### src/rtl/neuron_fx_pkg.sv
// neuron_fx_pkg: shared Q3.12 sign-magnitude constants and neuron FSM state encoding
package neuron_fx_pkg;
    localparam int          FX_W       = 16;
    localparam int          FX_FRAC    = 12;
    localparam logic [14:0] FX_MAG_MAX = 15'h7FFF;
    localparam logic [15:0] FX_ONE     = 16'h1000;
    localparam logic [15:0] FX_ZERO    = 16'h0000;
    typedef enum logic [1:0] {S_IDLE, S_ACC, S_ACT, S_DONE} state_e;
endpackage

### src/rtl/neuron_mac_seq_if.sv
// neuron_mac_seq_if: control, pair-stream and result handshakes between the layer sequencer and one neuron
interface neuron_mac_seq_if
    import neuron_fx_pkg::*;
#(
    parameter int CNT_W = 5
);
    logic             start;
    logic [CNT_W-1:0] n_inputs;
    logic [FX_W-1:0]  bias;
    logic             act_sel;
    logic             in_valid;
    logic             in_ready;
    logic [FX_W-1:0]  x;
    logic [FX_W-1:0]  w;
    logic             out_valid;
    logic             out_ready;
    logic [FX_W-1:0]  y;
    logic             busy;
    logic             sat_flag;
    modport master (
        output start, n_inputs, bias, act_sel, in_valid, x, w, out_ready,
        input  in_ready, out_valid, y, busy, sat_flag
    );
    modport slave (
        input  start, n_inputs, bias, act_sel, in_valid, x, w, out_ready,
        output in_ready, out_valid, y, busy, sat_flag
    );
endinterface

### src/rtl/neuron_fx_mac_dp.sv
// neuron_fx_mac_dp: saturating sign-magnitude multiply of x*w added into acc
module neuron_fx_mac_dp
    import neuron_fx_pkg::*;
(
    input  logic [FX_W-1:0] acc_i,
    input  logic [FX_W-1:0] x_i,
    input  logic [FX_W-1:0] w_i,
    output logic [FX_W-1:0] next_acc_o,
    output logic            sat_o
);
    logic [29:0]     p;
    logic            zero, mul_ovf, add_ovf, same, a_ge;
    logic [14:0]     mul_mag, diff;
    logic [FX_W-1:0] prod, sum;

    // product truncated to Q3.12, then sign-magnitude add with magnitude clamp
    always_comb begin
        p          = 30'(x_i[14:0]) * 30'(w_i[14:0]);
        zero       = (x_i == FX_ZERO) || (w_i == FX_ZERO);
        mul_ovf    = !zero && (|p[29:27]);
        mul_mag    = 15'(p >> FX_FRAC);
        prod       = zero ? FX_ZERO : {x_i[15] ^ w_i[15], mul_ovf ? FX_MAG_MAX : mul_mag};
        same       = acc_i[15] == prod[15];
        sum        = {1'b0, acc_i[14:0]} + {1'b0, prod[14:0]};
        add_ovf    = same && sum[15];
        a_ge       = acc_i[14:0] >= prod[14:0];
        diff       = a_ge ? acc_i[14:0] - prod[14:0] : prod[14:0] - acc_i[14:0];
        next_acc_o = same ? {acc_i[15], add_ovf ? FX_MAG_MAX : sum[14:0]}
                          : ((diff == '0) ? FX_ZERO : {a_ge ? acc_i[15] : prod[15], diff});
        sat_o      = mul_ovf | add_ovf;
    end
endmodule

### src/rtl/neuron_mac_seq.sv
// neuron_mac_seq: sequential neuron - bias plus streamed x*w products, optional ReLU, handshaked result
module neuron_mac_seq
    import neuron_fx_pkg::*;
#(
    parameter int N_MAX = 16,
    parameter int CNT_W = 5
)(
    input logic              clk,
    input logic              rst_n,
    neuron_mac_seq_if.slave  bus
);
    localparam logic [1:0] IDLE = 2'(S_IDLE);
    localparam logic [1:0] ACC  = 2'(S_ACC);
    localparam logic [1:0] ACT  = 2'(S_ACT);
    localparam logic [1:0] DONE = 2'(S_DONE);

    logic [1:0]       state_q, state_d;
    logic [FX_W-1:0]  acc_q, y_q, mac_acc;
    logic [CNT_W-1:0] cnt_q, n_q, n_clamp;
    logic             act_q, sat_q, ov_q, mac_sat, accept, last;

    neuron_fx_mac_dp u_dp (
        .acc_i      (acc_q),
        .x_i        (bus.x),
        .w_i        (bus.w),
        .next_acc_o (mac_acc),
        .sat_o      (mac_sat)
    );

    assign n_clamp       = (bus.n_inputs > CNT_W'(N_MAX)) ? CNT_W'(N_MAX) : bus.n_inputs;
    assign accept        = (state_q == ACC) && bus.in_valid;
    assign last          = cnt_q == n_q - 1'b1;
    assign bus.in_ready  = state_q == ACC;
    assign bus.out_valid = ov_q;
    assign bus.busy      = state_q != IDLE;
    assign bus.y         = y_q;
    assign bus.sat_flag  = sat_q;

    // FSM transitions; start is only honoured in IDLE
    always_comb begin
        state_d = state_q;
        unique case (state_q)
            IDLE:    if (bus.start) state_d = (n_clamp == '0) ? ACT : ACC;
            ACC:     if (accept && last) state_d = ACT;
            ACT:     state_d = DONE;
            DONE:    if (ov_q && bus.out_ready) state_d = IDLE;
            default: state_d = IDLE;
        endcase
    end

    // state, accumulator, result and sticky saturation; out_valid lags DONE entry by one cycle
    always_ff @(posedge clk or negedge rst_n) begin
        if (!rst_n) begin
            state_q <= IDLE;
            acc_q   <= FX_ZERO;
            y_q     <= FX_ZERO;
            cnt_q   <= '0;
            n_q     <= '0;
            act_q   <= 1'b0;
            sat_q   <= 1'b0;
            ov_q    <= 1'b0;
        end else begin
            state_q <= state_d;
            if (state_q == IDLE && bus.start) begin
                n_q   <= n_clamp;
                acc_q <= bus.bias;
                act_q <= bus.act_sel;
                cnt_q <= '0;
                sat_q <= 1'b0;
            end
            if (accept) begin
                acc_q <= mac_acc;
                cnt_q <= cnt_q + 1'b1;
                sat_q <= sat_q | mac_sat;
            end
            if (state_q == ACT) y_q <= (acc_q[15] && (act_q || acc_q[14:0] == '0)) ? FX_ZERO : acc_q;
            ov_q <= (state_q == DONE) && !(ov_q && bus.out_ready);
        end
    end
endmodule

### src/flat_wrapper.sv
// flat-port wrapper written by rule: the top's interface ports become plain ports
module neuron_mac_seq_flat import neuron_fx_pkg::*;
#(
    parameter int N_MAX = 16,
    parameter int CNT_W = 5
)
  (clk, rst_n, bus_start, bus_n_inputs, bus_bias, bus_act_sel, bus_in_valid, bus_x, bus_w, bus_out_ready, bus_in_ready, bus_out_valid, bus_y, bus_busy, bus_sat_flag);
  neuron_mac_seq_if #(.CNT_W(CNT_W)) bus_i ();
  input logic clk;
  input logic rst_n;
  input wire logic [$bits(bus_i.start)-1:0] bus_start;
  input wire logic [$bits(bus_i.n_inputs)-1:0] bus_n_inputs;
  input wire logic [$bits(bus_i.bias)-1:0] bus_bias;
  input wire logic [$bits(bus_i.act_sel)-1:0] bus_act_sel;
  input wire logic [$bits(bus_i.in_valid)-1:0] bus_in_valid;
  input wire logic [$bits(bus_i.x)-1:0] bus_x;
  input wire logic [$bits(bus_i.w)-1:0] bus_w;
  input wire logic [$bits(bus_i.out_ready)-1:0] bus_out_ready;
  output wire logic [$bits(bus_i.in_ready)-1:0] bus_in_ready;
  output wire logic [$bits(bus_i.out_valid)-1:0] bus_out_valid;
  output wire logic [$bits(bus_i.y)-1:0] bus_y;
  output wire logic [$bits(bus_i.busy)-1:0] bus_busy;
  output wire logic [$bits(bus_i.sat_flag)-1:0] bus_sat_flag;
  assign bus_i.start = bus_start;
  assign bus_i.n_inputs = bus_n_inputs;
  assign bus_i.bias = bus_bias;
  assign bus_i.act_sel = bus_act_sel;
  assign bus_i.in_valid = bus_in_valid;
  assign bus_i.x = bus_x;
  assign bus_i.w = bus_w;
  assign bus_i.out_ready = bus_out_ready;
  assign bus_in_ready = bus_i.in_ready;
  assign bus_out_valid = bus_i.out_valid;
  assign bus_y = bus_i.y;
  assign bus_busy = bus_i.busy;
  assign bus_sat_flag = bus_i.sat_flag;
  neuron_mac_seq #(.N_MAX(N_MAX), .CNT_W(CNT_W)) u_core (.clk(clk), .rst_n(rst_n), .bus(bus_i));
endmodule
### config.mk
export PLATFORM = sky130hd
export DESIGN_NAME = neuron_mac_seq_flat
export DESIGN_NICKNAME = d
export VERILOG_FILES = /design/src/rtl/neuron_fx_pkg.sv /design/src/rtl/neuron_mac_seq_if.sv /design/src/rtl/neuron_fx_mac_dp.sv /design/src/rtl/neuron_mac_seq.sv /design/src/flat_wrapper.sv
export SDC_FILE = /design/constraint.sdc
export NUM_CORES = 1
export LEC_CHECK = 0
export CAP_MARGIN = 20
export CORE_ASPECT_RATIO = 1.2
export CORE_MARGIN = 1
export CORE_UTILIZATION = 55
export DETAILED_ROUTE_END_ITERATION = 8
export PLACE_DENSITY = 0.75
export SETUP_SLACK_MARGIN = 0.1
export SKIP_LAST_GASP = 1
export SYNTH_ARGS = -nofsm -noshare
export SYNTH_HDL_FRONTEND = slang
export SYNTH_SLANG_ARGS = --single-unit
### constraint.sdc
create_clock -name clk -period 3.6 [get_ports clk]
set_input_delay 0.72 -clock clk [delete_from_list [all_inputs] [get_ports clk]]
set_output_delay 0.72 -clock clk [all_outputs]
set_load 0.01 [all_outputs]
==> results.toml <==
[run_status]
outcome = "finished with violations"
violations = "negative setup slack"

[setup_path]
worstSetupPathType = "primary input to flip-flop"
crit_path_start = "bus_w[4]"
reg2reg_setup_slack_ps = 320
cpMaxStageDelayCell = "fa_1"
arrival_ps = 9640
cpPeakStageDelay_ps = 550
cp-start-kind = "primary input"
crit_path_frequent_cell = "fa_1"
cp_max_fo = 7
regToRegStartpoint = "u_core.acc_q[8]"
rr_worst_depth = 13
r2r-end = "u_core.acc_q[15]"
cp-end-kind = "flip-flop"
cp.required_ps = 3770

[clocking]
cts_hold_buf = 0
cts_tree = "done"
cts_buffers = 5
cts_max_level = 2
root_buffer = "clkbuf_16"
clockBufferDepth = 2
worstSkewPairLatency_ps = 290
clk_pin_slew_worst_paths_ps = 70
clock-sinks = 47

[yosys]
yosys.area_share.simple_pct = 16.9
syn_inst = 1419
synth_commonest_cells = "254 x inv_1, 169 x fa_1, 143 x ha_1"
muxShareOfSynthArea_pct = 2.22
ys_ff_latch = 47
synth_top_family_by_area = "adder cells"
synth_compound_area_share_pct = 15.1
synthTopCellsByArea = "fa_1 28%, ha_1 15%, dfrtp_1 9.7%, inv_1 7.9%, and2_1 7.4%"
synth_xor_area_share_pct = 3.05
ys.warnings.count = 0
yosysTopAreaCellShare_pct = 28.0
synth_ff_type = "dfrtp_1"
ys_seq_area_share_pct = 9.74
yosysTopAreaCell = "fa_1"
syn_nets = 1790
synth_edf_count = 0
synth_fa_ha_area_share_pct = 42.8
syn_area_um2 = 12100
syn_avg_cell_area_um2 = 8.51
async_reset_ff_share_pct = 100
synth.distinct_cells = 64
yosysMostFrequentCell = "inv_1"

[detailed_routing]
dr.pass1.iters = 5
totalWireLength_mm = 36.8
ant_nets = 0
initialDrtViolationCount = 683
num_vias = 11599
viasPerCell = 5.67
drc_errors = 0
avgRoutedWirePerCell_um = 18.0

[layout]
drive_gt1_share_pct = 27.6
final_nets = 2143
multi_input_area_um2 = 10500
diodes = 0
n_fill_cell = 1449
regArea_um2 = 1180
area_growth_syn_to_layout_pct = 36.9

[global_route]
grtUsageTotal_pct = 33.3
antenna_found_initial = 0
grt_max_degree = 48
overflow = 0
first_global_vias = 12152
grt_pass1_wl_mm = 58.9

[sta]
postLayoutSetupSlackWorst_ps = -5870
worst_pin_slew_ps = 691
period_share_pct = 263
post-route-min-period_ps = 9470
fmaxAchievable_mhz = 106
slew_headroom_pct = 53.8
fin_hold_ws_ps = 326
slew_violations = 0
rsz0062_at_grt = "true"
fin_skew_ps = 4.88
hold_violations = 0
finalSetupViolCount = 17

[floorplan]
die_x_um = 137
initial_utilization_pct = 55.8
rows = 59
num_io_pins = 79
core_area_um2 = 21600
die_area_um2 = 22600
die_height_um = 164

[hold_path]
hold_path.class = "primary input to async pin"

[placement]
dpl.hpwl_mm = 29.0
port_buffers = 78
place.gp.congestion = 0.941

[job]
cap_violations = 0
through the flow:
step	setup slack (ps)	area (µm²)	TNS [ps]	utilization (%)	std cells
2_1_floorplan	-5570	12300	-87660	-	1419
3_3_place_gp	-6420	15200	-106200	70.3	1986
3_5_place_dp	-6520	15200	-107920	70.3	1986
4_1_cts	-5630	16000	-92860	74.2	2027
5_1_grt	-6070	16500	-99450	76.5	2047
6_report	-5870	16500	-95010	76.5	2047
final cells by class:
type | instances | share of cell area [%]
clock buffer | 6 | 0.840
sequential | 47 | 7.11
timing repair buffer | 407 | 20.4
inverter | 254 | 5.77
clock inverter | 2 | 0.212
tap | 274 | 2.07
multi-input combinational | 1057 | 63.6
cells by family (layout without fill, tap and decap cells):
family | Yosys count | in the layout
xor+xnor | 42 | 42
fa+ha+maj | 312 | 312
mux | 26 | 26
flops | 47 | 47
simple gates | 395 | 395
buf+inv | 315 | 669
compound gates | 282 | 282
worst max-delay path, delay by kind of cell:
kind / cells / cell delay, ps
mux: 1 / 310
compound gates: 13 / 2930
fa+ha+maj: 8 / 3620
buf+inv: 10 / 790
simple gates: 7 / 1240
layout by cell type (no fill, tap or decap), types with 34 or more instances in the layout:
master	count
fa_1	166
nand2_1	131
a21oi_1	39
ha_1	123
dfrtp_1	47
inv_1	246
and2_1	134
o21ai_0	50
clkdlybuf4s50_1	51
o21ai_1	34
buf_4	303
metal layers:
| layer | track usage [%] | routed length [µm] |
|---|---|---|
| met2 | 60.9 | 19200 |
| met3 | 2.25 | 1730 |
| met4 | 15.1 | 1740 |
| met5 | 0 | 0 |
| met1 | 39.5 | 14100 |
worst max-delay path by stage:
stage / endpoint / slack (ps) / cells past startpoint
6_report: u_core.acc_q[15] / -5870 / 39
5_1_grt: u_core.acc_q[15] / -6070 / 37
4_1_cts: u_core.acc_q[15] / -5630 / 37
3_5_place_dp: u_core.acc_q[15] / -6520 / 38
3_3_place_gp: u_core.acc_q[15] / -6420 / 38
2_1_floorplan: u_core.acc_q[15] / -5570 / 38
repair_timing:
item	CTS	global route
buffers inserted	32	20
gates resized for setup	150	79
pin swaps	53	37
setup endpoints to repair	17	17
cloned	1	0
registers in the layout, summed over array words and instances (netlist names):
register	cells
u_core.acc_q	16
u_core.bus.y	16
u_core.cnt_q	5
u_core.n_q	5
u_core.state_q	2
u_core.act_q	1
u_core.bus.out_valid	1
u_core.bus.sat_flag	1
Power is not shown: default switching activity piles up to over one toggle a cycle in this logic, so the estimate is an artifact.
